$ cat config.mk
export PLATFORM = sky130hd
export DESIGN_NAME = wshb_arbiter_2m_flat
export DESIGN_NICKNAME = d
export VERILOG_FILES = /design/src/rtl/wshb_arb_pkg.sv /design/src/rtl/wshb_if.sv /design/src/rtl/wshb_arb_mux.sv /design/src/rtl/wshb_arbiter_2m.sv /design/src/flat_wrapper.sv
export SDC_FILE = /design/constraint.sdc
export NUM_CORES = 1
export LEC_CHECK = 0
export ABC_AREA = 1
export BUFFER_PORTS_ARGS = -buffer_cell sky130_fd_sc_hd__buf_2
export CORE_AREA = 2 2 143 145
export CTS_CLUSTER_SIZE = 16
export DETAILED_ROUTE_END_ITERATION = 10
export DIE_AREA = 0 0 145 147
export GPL_ROUTABILITY_DRIVEN = 0
export SYNTH_ARGS = -nofsm -noshare
export SYNTH_HDL_FRONTEND = slang
export SYNTH_HIERARCHICAL = 1
export SYNTH_SLANG_ARGS = --single-unit
$ cat constraint.sdc
create_clock -name clk -period 3.9 [get_ports clk]
set_input_delay 0.585 -clock clk [delete_from_list [all_inputs] [get_ports clk]]
set_output_delay 0.585 -clock clk [all_outputs]
set_load 0.01 [all_outputs]
$ cat src/rtl/wshb_arb_pkg.sv
// wshb_arb_pkg: shared types, bus widths and round-robin helper for the two-master Wishbone arbiter.
package wshb_arb_pkg;

    localparam int AW = 32;
    localparam int DW = 32;
    localparam int SW = DW / 8;

    typedef enum logic [1:0] {IDLE, OWN0, OWN1} arb_state_t;

    // With both requesting, the master that was not served last wins.
    function automatic logic rr_pick(input logic [1:0] req, input logic last);
        return (req == 2'b11) ? ~last : req[1];
    endfunction

endpackage

$ cat src/rtl/wshb_if.sv
// wshb_if: Wishbone bus bundle shared by the masters, the arbiter and the RAM controller.
interface wshb_if;
    import wshb_arb_pkg::*;

    logic          cyc;
    logic          stb;
    logic          we;
    logic [AW-1:0] adr;
    logic [DW-1:0] dat_ms;
    logic [DW-1:0] dat_sm;
    logic [SW-1:0] sel;
    logic [2:0]    cti;
    logic [1:0]    bte;
    logic          ack;
    logic          err;
    logic          rty;

    modport master(output cyc, stb, we, adr, dat_ms, sel, cti, bte, input ack, err, rty, dat_sm);
    modport slave(input cyc, stb, we, adr, dat_ms, sel, cti, bte, output ack, err, rty, dat_sm);

endinterface

$ cat src/rtl/wshb_arb_mux.sv
// wshb_arb_mux: forwards the owning master to the shared slave port and gates the slave's returns.
module wshb_arb_mux
    import wshb_arb_pkg::*;
(
    input  arb_state_t state,
    wshb_if.slave      s0,
    wshb_if.slave      s1,
    wshb_if.master     m
);

    logic own0;
    logic own1;

    assign own0 = (state == OWN0);
    assign own1 = (state == OWN1);

    assign m.cyc    = own0 ? s0.cyc    : own1 ? s1.cyc    : 1'b0;
    assign m.stb    = own0 ? s0.stb    : own1 ? s1.stb    : 1'b0;
    assign m.we     = own0 ? s0.we     : own1 ? s1.we     : 1'b0;
    assign m.adr    = own0 ? s0.adr    : own1 ? s1.adr    : '0;
    assign m.dat_ms = own0 ? s0.dat_ms : own1 ? s1.dat_ms : '0;
    assign m.sel    = own0 ? s0.sel    : own1 ? s1.sel    : '0;
    assign m.cti    = own0 ? s0.cti    : own1 ? s1.cti    : '0;
    assign m.bte    = own0 ? s0.bte    : own1 ? s1.bte    : '0;

    // Returns only reach an owner that still holds cyc, so a handover-cycle ack is dropped.
    assign s0.ack = own0 & s0.cyc & m.ack;
    assign s0.err = own0 & s0.cyc & m.err;
    assign s0.rty = own0 & s0.cyc & m.rty;
    assign s1.ack = own1 & s1.cyc & m.ack;
    assign s1.err = own1 & s1.cyc & m.err;
    assign s1.rty = own1 & s1.cyc & m.rty;

    assign s0.dat_sm = m.dat_sm;
    assign s1.dat_sm = m.dat_sm;

endmodule

$ cat src/rtl/wshb_arbiter_2m.sv
// wshb_arbiter_2m: round-robin, per-cycle arbitration of two Wishbone masters onto one SDRAM slave port,
// with debug grant state and per-master ack counters.
module wshb_arbiter_2m
    import wshb_arb_pkg::*;
#(
    parameter logic RESET_LAST = 1'b1,
    parameter int   CNT_W      = 16
) (
    input  logic             clk,
    input  logic             rst_n,
    wshb_if.slave            wshb_ifs0,
    wshb_if.slave            wshb_ifs1,
    wshb_if.master           wshb_ifm,
    output logic [1:0]       grant,
    output logic [CNT_W-1:0] ack_cnt0,
    output logic [CNT_W-1:0] ack_cnt1
);

    arb_state_t state;
    logic       last;
    logic       pick;

    assign pick = rr_pick({wshb_ifs1.cyc, wshb_ifs0.cyc}, last);

    always_ff @(posedge clk or negedge rst_n) begin
        if (!rst_n) begin
            state    <= IDLE;
            last     <= RESET_LAST;
            grant    <= 2'b00;
            ack_cnt0 <= '0;
            ack_cnt1 <= '0;
        end else begin
            ack_cnt0 <= ack_cnt0 + CNT_W'(wshb_ifs0.ack);
            ack_cnt1 <= ack_cnt1 + CNT_W'(wshb_ifs1.ack);
            case (state)
                IDLE: if (wshb_ifs0.cyc | wshb_ifs1.cyc) begin
                    state <= pick ? OWN1 : OWN0;
                    grant <= pick ? 2'b10 : 2'b01;
                end
                OWN0: if (!wshb_ifs0.cyc) begin
                    last  <= 1'b0;
                    state <= wshb_ifs1.cyc ? OWN1 : IDLE;
                    grant <= wshb_ifs1.cyc ? 2'b10 : 2'b00;
                end
                OWN1: if (!wshb_ifs1.cyc) begin
                    last  <= 1'b1;
                    state <= wshb_ifs0.cyc ? OWN0 : IDLE;
                    grant <= wshb_ifs0.cyc ? 2'b01 : 2'b00;
                end
                default: begin
                    state <= IDLE;
                    grant <= 2'b00;
                end
            endcase
        end
    end

    wshb_arb_mux u_mux (
        .state(state),
        .s0   (wshb_ifs0),
        .s1   (wshb_ifs1),
        .m    (wshb_ifm)
    );

endmodule

$ cat src/flat_wrapper.sv
// flat-port wrapper written by rule: the top's interface ports become plain ports
module wshb_arbiter_2m_flat import wshb_arb_pkg::*;
#(
    parameter logic RESET_LAST = 1'b1,
    parameter int   CNT_W      = 16
)
  (clk, rst_n, grant, ack_cnt0, ack_cnt1, wshb_ifs0_cyc, wshb_ifs0_stb, wshb_ifs0_we, wshb_ifs0_adr, wshb_ifs0_dat_ms, wshb_ifs0_sel, wshb_ifs0_cti, wshb_ifs0_bte, wshb_ifs0_ack, wshb_ifs0_err, wshb_ifs0_rty, wshb_ifs0_dat_sm, wshb_ifs1_cyc, wshb_ifs1_stb, wshb_ifs1_we, wshb_ifs1_adr, wshb_ifs1_dat_ms, wshb_ifs1_sel, wshb_ifs1_cti, wshb_ifs1_bte, wshb_ifs1_ack, wshb_ifs1_err, wshb_ifs1_rty, wshb_ifs1_dat_sm, wshb_ifm_cyc, wshb_ifm_stb, wshb_ifm_we, wshb_ifm_adr, wshb_ifm_dat_ms, wshb_ifm_sel, wshb_ifm_cti, wshb_ifm_bte, wshb_ifm_ack, wshb_ifm_err, wshb_ifm_rty, wshb_ifm_dat_sm);
  wshb_if wshb_ifs0_i ();
  wshb_if wshb_ifs1_i ();
  wshb_if wshb_ifm_i ();
  input  logic clk;
  input  logic rst_n;
  output logic [1:0] grant;
  output logic [CNT_W-1:0] ack_cnt0;
  output logic [CNT_W-1:0] ack_cnt1;
  input wire logic [$bits(wshb_ifs0_i.cyc)-1:0] wshb_ifs0_cyc;
  input wire logic [$bits(wshb_ifs0_i.stb)-1:0] wshb_ifs0_stb;
  input wire logic [$bits(wshb_ifs0_i.we)-1:0] wshb_ifs0_we;
  input wire logic [$bits(wshb_ifs0_i.adr)-1:0] wshb_ifs0_adr;
  input wire logic [$bits(wshb_ifs0_i.dat_ms)-1:0] wshb_ifs0_dat_ms;
  input wire logic [$bits(wshb_ifs0_i.sel)-1:0] wshb_ifs0_sel;
  input wire logic [$bits(wshb_ifs0_i.cti)-1:0] wshb_ifs0_cti;
  input wire logic [$bits(wshb_ifs0_i.bte)-1:0] wshb_ifs0_bte;
  output wire logic [$bits(wshb_ifs0_i.ack)-1:0] wshb_ifs0_ack;
  output wire logic [$bits(wshb_ifs0_i.err)-1:0] wshb_ifs0_err;
  output wire logic [$bits(wshb_ifs0_i.rty)-1:0] wshb_ifs0_rty;
  output wire logic [$bits(wshb_ifs0_i.dat_sm)-1:0] wshb_ifs0_dat_sm;
  input wire logic [$bits(wshb_ifs1_i.cyc)-1:0] wshb_ifs1_cyc;
  input wire logic [$bits(wshb_ifs1_i.stb)-1:0] wshb_ifs1_stb;
  input wire logic [$bits(wshb_ifs1_i.we)-1:0] wshb_ifs1_we;
  input wire logic [$bits(wshb_ifs1_i.adr)-1:0] wshb_ifs1_adr;
  input wire logic [$bits(wshb_ifs1_i.dat_ms)-1:0] wshb_ifs1_dat_ms;
  input wire logic [$bits(wshb_ifs1_i.sel)-1:0] wshb_ifs1_sel;
  input wire logic [$bits(wshb_ifs1_i.cti)-1:0] wshb_ifs1_cti;
  input wire logic [$bits(wshb_ifs1_i.bte)-1:0] wshb_ifs1_bte;
  output wire logic [$bits(wshb_ifs1_i.ack)-1:0] wshb_ifs1_ack;
  output wire logic [$bits(wshb_ifs1_i.err)-1:0] wshb_ifs1_err;
  output wire logic [$bits(wshb_ifs1_i.rty)-1:0] wshb_ifs1_rty;
  output wire logic [$bits(wshb_ifs1_i.dat_sm)-1:0] wshb_ifs1_dat_sm;
  output wire logic [$bits(wshb_ifm_i.cyc)-1:0] wshb_ifm_cyc;
  output wire logic [$bits(wshb_ifm_i.stb)-1:0] wshb_ifm_stb;
  output wire logic [$bits(wshb_ifm_i.we)-1:0] wshb_ifm_we;
  output wire logic [$bits(wshb_ifm_i.adr)-1:0] wshb_ifm_adr;
  output wire logic [$bits(wshb_ifm_i.dat_ms)-1:0] wshb_ifm_dat_ms;
  output wire logic [$bits(wshb_ifm_i.sel)-1:0] wshb_ifm_sel;
  output wire logic [$bits(wshb_ifm_i.cti)-1:0] wshb_ifm_cti;
  output wire logic [$bits(wshb_ifm_i.bte)-1:0] wshb_ifm_bte;
  input wire logic [$bits(wshb_ifm_i.ack)-1:0] wshb_ifm_ack;
  input wire logic [$bits(wshb_ifm_i.err)-1:0] wshb_ifm_err;
  input wire logic [$bits(wshb_ifm_i.rty)-1:0] wshb_ifm_rty;
  input wire logic [$bits(wshb_ifm_i.dat_sm)-1:0] wshb_ifm_dat_sm;
  assign wshb_ifs0_i.cyc = wshb_ifs0_cyc;
  assign wshb_ifs0_i.stb = wshb_ifs0_stb;
  assign wshb_ifs0_i.we = wshb_ifs0_we;
  assign wshb_ifs0_i.adr = wshb_ifs0_adr;
  assign wshb_ifs0_i.dat_ms = wshb_ifs0_dat_ms;
  assign wshb_ifs0_i.sel = wshb_ifs0_sel;
  assign wshb_ifs0_i.cti = wshb_ifs0_cti;
  assign wshb_ifs0_i.bte = wshb_ifs0_bte;
  assign wshb_ifs0_ack = wshb_ifs0_i.ack;
  assign wshb_ifs0_err = wshb_ifs0_i.err;
  assign wshb_ifs0_rty = wshb_ifs0_i.rty;
  assign wshb_ifs0_dat_sm = wshb_ifs0_i.dat_sm;
  assign wshb_ifs1_i.cyc = wshb_ifs1_cyc;
  assign wshb_ifs1_i.stb = wshb_ifs1_stb;
  assign wshb_ifs1_i.we = wshb_ifs1_we;
  assign wshb_ifs1_i.adr = wshb_ifs1_adr;
  assign wshb_ifs1_i.dat_ms = wshb_ifs1_dat_ms;
  assign wshb_ifs1_i.sel = wshb_ifs1_sel;
  assign wshb_ifs1_i.cti = wshb_ifs1_cti;
  assign wshb_ifs1_i.bte = wshb_ifs1_bte;
  assign wshb_ifs1_ack = wshb_ifs1_i.ack;
  assign wshb_ifs1_err = wshb_ifs1_i.err;
  assign wshb_ifs1_rty = wshb_ifs1_i.rty;
  assign wshb_ifs1_dat_sm = wshb_ifs1_i.dat_sm;
  assign wshb_ifm_cyc = wshb_ifm_i.cyc;
  assign wshb_ifm_stb = wshb_ifm_i.stb;
  assign wshb_ifm_we = wshb_ifm_i.we;
  assign wshb_ifm_adr = wshb_ifm_i.adr;
  assign wshb_ifm_dat_ms = wshb_ifm_i.dat_ms;
  assign wshb_ifm_sel = wshb_ifm_i.sel;
  assign wshb_ifm_cti = wshb_ifm_i.cti;
  assign wshb_ifm_bte = wshb_ifm_i.bte;
  assign wshb_ifm_i.ack = wshb_ifm_ack;
  assign wshb_ifm_i.err = wshb_ifm_err;
  assign wshb_ifm_i.rty = wshb_ifm_rty;
  assign wshb_ifm_i.dat_sm = wshb_ifm_dat_sm;
  wshb_arbiter_2m #(.RESET_LAST(RESET_LAST), .CNT_W(CNT_W)) u_core (.clk(clk), .rst_n(rst_n), .wshb_ifs0(wshb_ifs0_i), .wshb_ifs1(wshb_ifs1_i), .wshb_ifm(wshb_ifm_i), .grant(grant), .ack_cnt0(ack_cnt0), .ack_cnt1(ack_cnt1));
endmodule
==> results.sh <==
export IMPL_utilization_pct=24.8
export IMPL_worst_pin_slew_ns=0.888
export IMPL_synthDistinctLibCells=25
export IMPL_grt_pass1_vias=3869
export IMPL_final_nets=921
export IMPL_skew_ns=0.00549
export IMPL_drive_gt1_share_pct=46.5
export IMPL_cts_resized=0
export IMPL_finalSetupViolCount=0
export IMPL_max_vdd_ir_drop_mv=0.299
export IMPL_cp_required_ns=3.31
export IMPL_numCtsBuffers=5
export IMPL_grt_pass1_wl_mm=21.2
export IMPL_antenna_found_initial=6
export IMPL_first_iter_violations=198
export IMPL_cts_num_sinks=35
export IMPL_die_area_mm2=0.0213
export IMPL_wl_per_cell_um=13.8
export IMPL_post_route_period_util_pct=70.7
export IMPL_dr_total_vias=4181
export IMPL_cp_end_kind="primary output"
export IMPL_grt_total_usage_pct=12.2
export IMPL_setup_ws_ns=1.14
export IMPL_viasPerCell=4.19
export IMPL_port_buffers=272
export IMPL_firstDrtPassIters=4
export IMPL_dp_hpwl_mm=10.8
export IMPL_rsz0062_at_grt="false"
export IMPL_final_cell_mix="buf_2 (272), nand2_1 (140), nand3_1 (121)"
export IMPL_ys_ff_latch=35
export IMPL_p_total_mw=2.58
export IMPL_ys_warn_count=6
export IMPL_io_pins=369
export IMPL_grt_busiest_layer="met2"
export IMPL_grt_overflow=0
export IMPL_path_class="reg -> out"
export IMPL_cts_tree="yes"
export IMPL_syn2layout_area_growth_pct=27.6
export IMPL_crit_arrival_ns=2.17
export IMPL_cts_root_buf="clkbuf_16"
export IMPL_max_slew_margin_pct=40.8
export IMPL_die_y_um=147
export IMPL_finalCriticalPeriod_ns=2.76
export IMPL_cts_htree_levels=2
export IMPL_cts_setup_buffers=0
export IMPL_power_leakage_nw=2.88
export IMPL_finalHoldViolCount=0
export IMPL_final_setup_tns_ns=0
export IMPL_final_common_cell="buf_2"
export IMPL_drt_total_wl_mm=13.8
export IMPL_use_met2_pct=19.3
export IMPL_clkLatencyLatePin_ns=0.27
export IMPL_yosysSeqAreaShare_pct=22.8
export IMPL_start_kind="flop"
export IMPL_grt_max_degree=83
export IMPL_max_freq_mhz=363
export IMPL_final_area_mm2=0.00491
export IMPL_syn_nets=736
export IMPL_drc=0
export IMPL_crit_fanout=75
export IMPL_finalMaxSlewViolations=0
export IMPL_grt_util_met1_pct=15.7
export IMPL_p_per_area_mw_per_mm2=524
export IMPL_die_width_um=145
export IMPL_hold_buffers=0
export IMPL_cts_buffer_depth=2
export IMPL_ant_nets=0
export IMPL_initial_core_util_pct=19.4
export IMPL_fillCellCount=2206
export IMPL_path_clk_slew_ns=0.05
export IMPL_syn_area_mm2=0.00385
export IMPL_placement_rows=52
export IMPL_hold_class="in -> async"
export IMPL_syn_area_per_cell_um2=7.12
export IMPL_globalRouteMet3Util_pct=4.57
export IMPL_synth_cells=541
export IMPL_status="finished clean"
export IMPL_place_ws_ns=1.39
export IMPL_fp_coreArea_mm2=0.0198
export IMPL_dpl_instance_area_mm2=0.00477
export IMPL_drv_cap=0
==> per-layer routing <==
metal,wire (um),vias to the layer above,share of wire [%]
met5,11,-,0.080
met4,221,2,1.6
met3,1400,14,10
met2,6230,228,45
met1,5900,1873,43
li1,-,2064,-
==> Yosys cell counts (all sizes together) <==
cell type  count  area (um2)
dfrtp         34         851
nor2          34         148
nand2        141         532
dfstp          1        26.3
o211ai         1        7.51
nand3b         2        15.0
inv           29         111
nand4          7        43.8
o21ai          5        25.0
ha             6        75.1
buf           98         817
a21oi          1        5.00
nand3        164        1040
xnor2          4        35.0
xor2          14         123
==> layout make-up <==
| class | count | area [um2] | area share (%) |
|---|---|---|---|
| clock buffers | 6 | 129 | 2.62 |
| diodes | 2 | 5.00 | 0.102 |
| well taps | 270 | 338 | 6.88 |
| inverters | 29 | 111 | 2.27 |
| multi-input cells | 379 | 2040 | 41.6 |
| flip-flops and latches | 35 | 882 | 18.0 |
| repair buffers | 276 | 1390 | 28.3 |
| clock inverters | 2 | 12.5 | 0.255 |
==> power breakdown <==
| part | leakage (nW) | total [mW] | switching [mW] | internal (mW) |
|---|---|---|---|---|
| Clock | 0.0669 | 0.383 | 0.148 | 0.236 |
| Sequential | 0.444 | 0.545 | 0.124 | 0.421 |
| Combinational | 2.37 | 1.65 | 1.06 | 0.589 |
==> sequential cells by signal, summed over array words and instances (netlist names) <==
| name | count |
|---|---|
| u_core/ack_cnt0 | 16 |
| u_core/state | 2 |
| u_core/last | 1 |
| u_core/ack_cnt1 | 16 |
==> worst max-delay path: stages, from the launching register on <==
cell and delay, ns:
dfrtp_4 0.67, inv_2 0.13, buf_4 0.60, nand3_1 0.18, nand2_1 0.10, buf_2 0.14
==> through the flow <==
step,cells,hold WS (ns)
floorplan,541,0.289
detailed placement,989,0.491
global route,998,0.478
global placement,989,0.501
CTS,997,0.440
finish,999,0.400
==> worst paths after layout <==
kind,endpoint,slack (ns),startpoint,cells past startpoint
setup / recovery,wshb_ifm_adr[13],1.14,u_core/state[0],5
hold / removal,u_core/ack_cnt0[12],0.40,rst_n,1
setup reg to reg,u_core/ack_cnt1[10],1.49,u_core/state[0],9
hold reg to reg,u_core/ack_cnt0[6],0.51,u_core/ack_cnt0[6],1
max in group asynchronous,u_core/state[0],2.91,rst_n,1
min in group clk,u_core/ack_cnt0[6],0.51,u_core/ack_cnt0[6],1
==> cells by family after synthesis <==
family	count (synthesis)	share of synthesized area (%)
and+or+nand+nor	348	46.1
buffers and inverters	127	24.1
DFF	35	22.8
xor gates and xnor gates	18	4.09
AOI/OAI and AO/OA	7	0.975
adders and majority gates	6	1.95
Note: power is estimated with default switching activity, not from simulation.
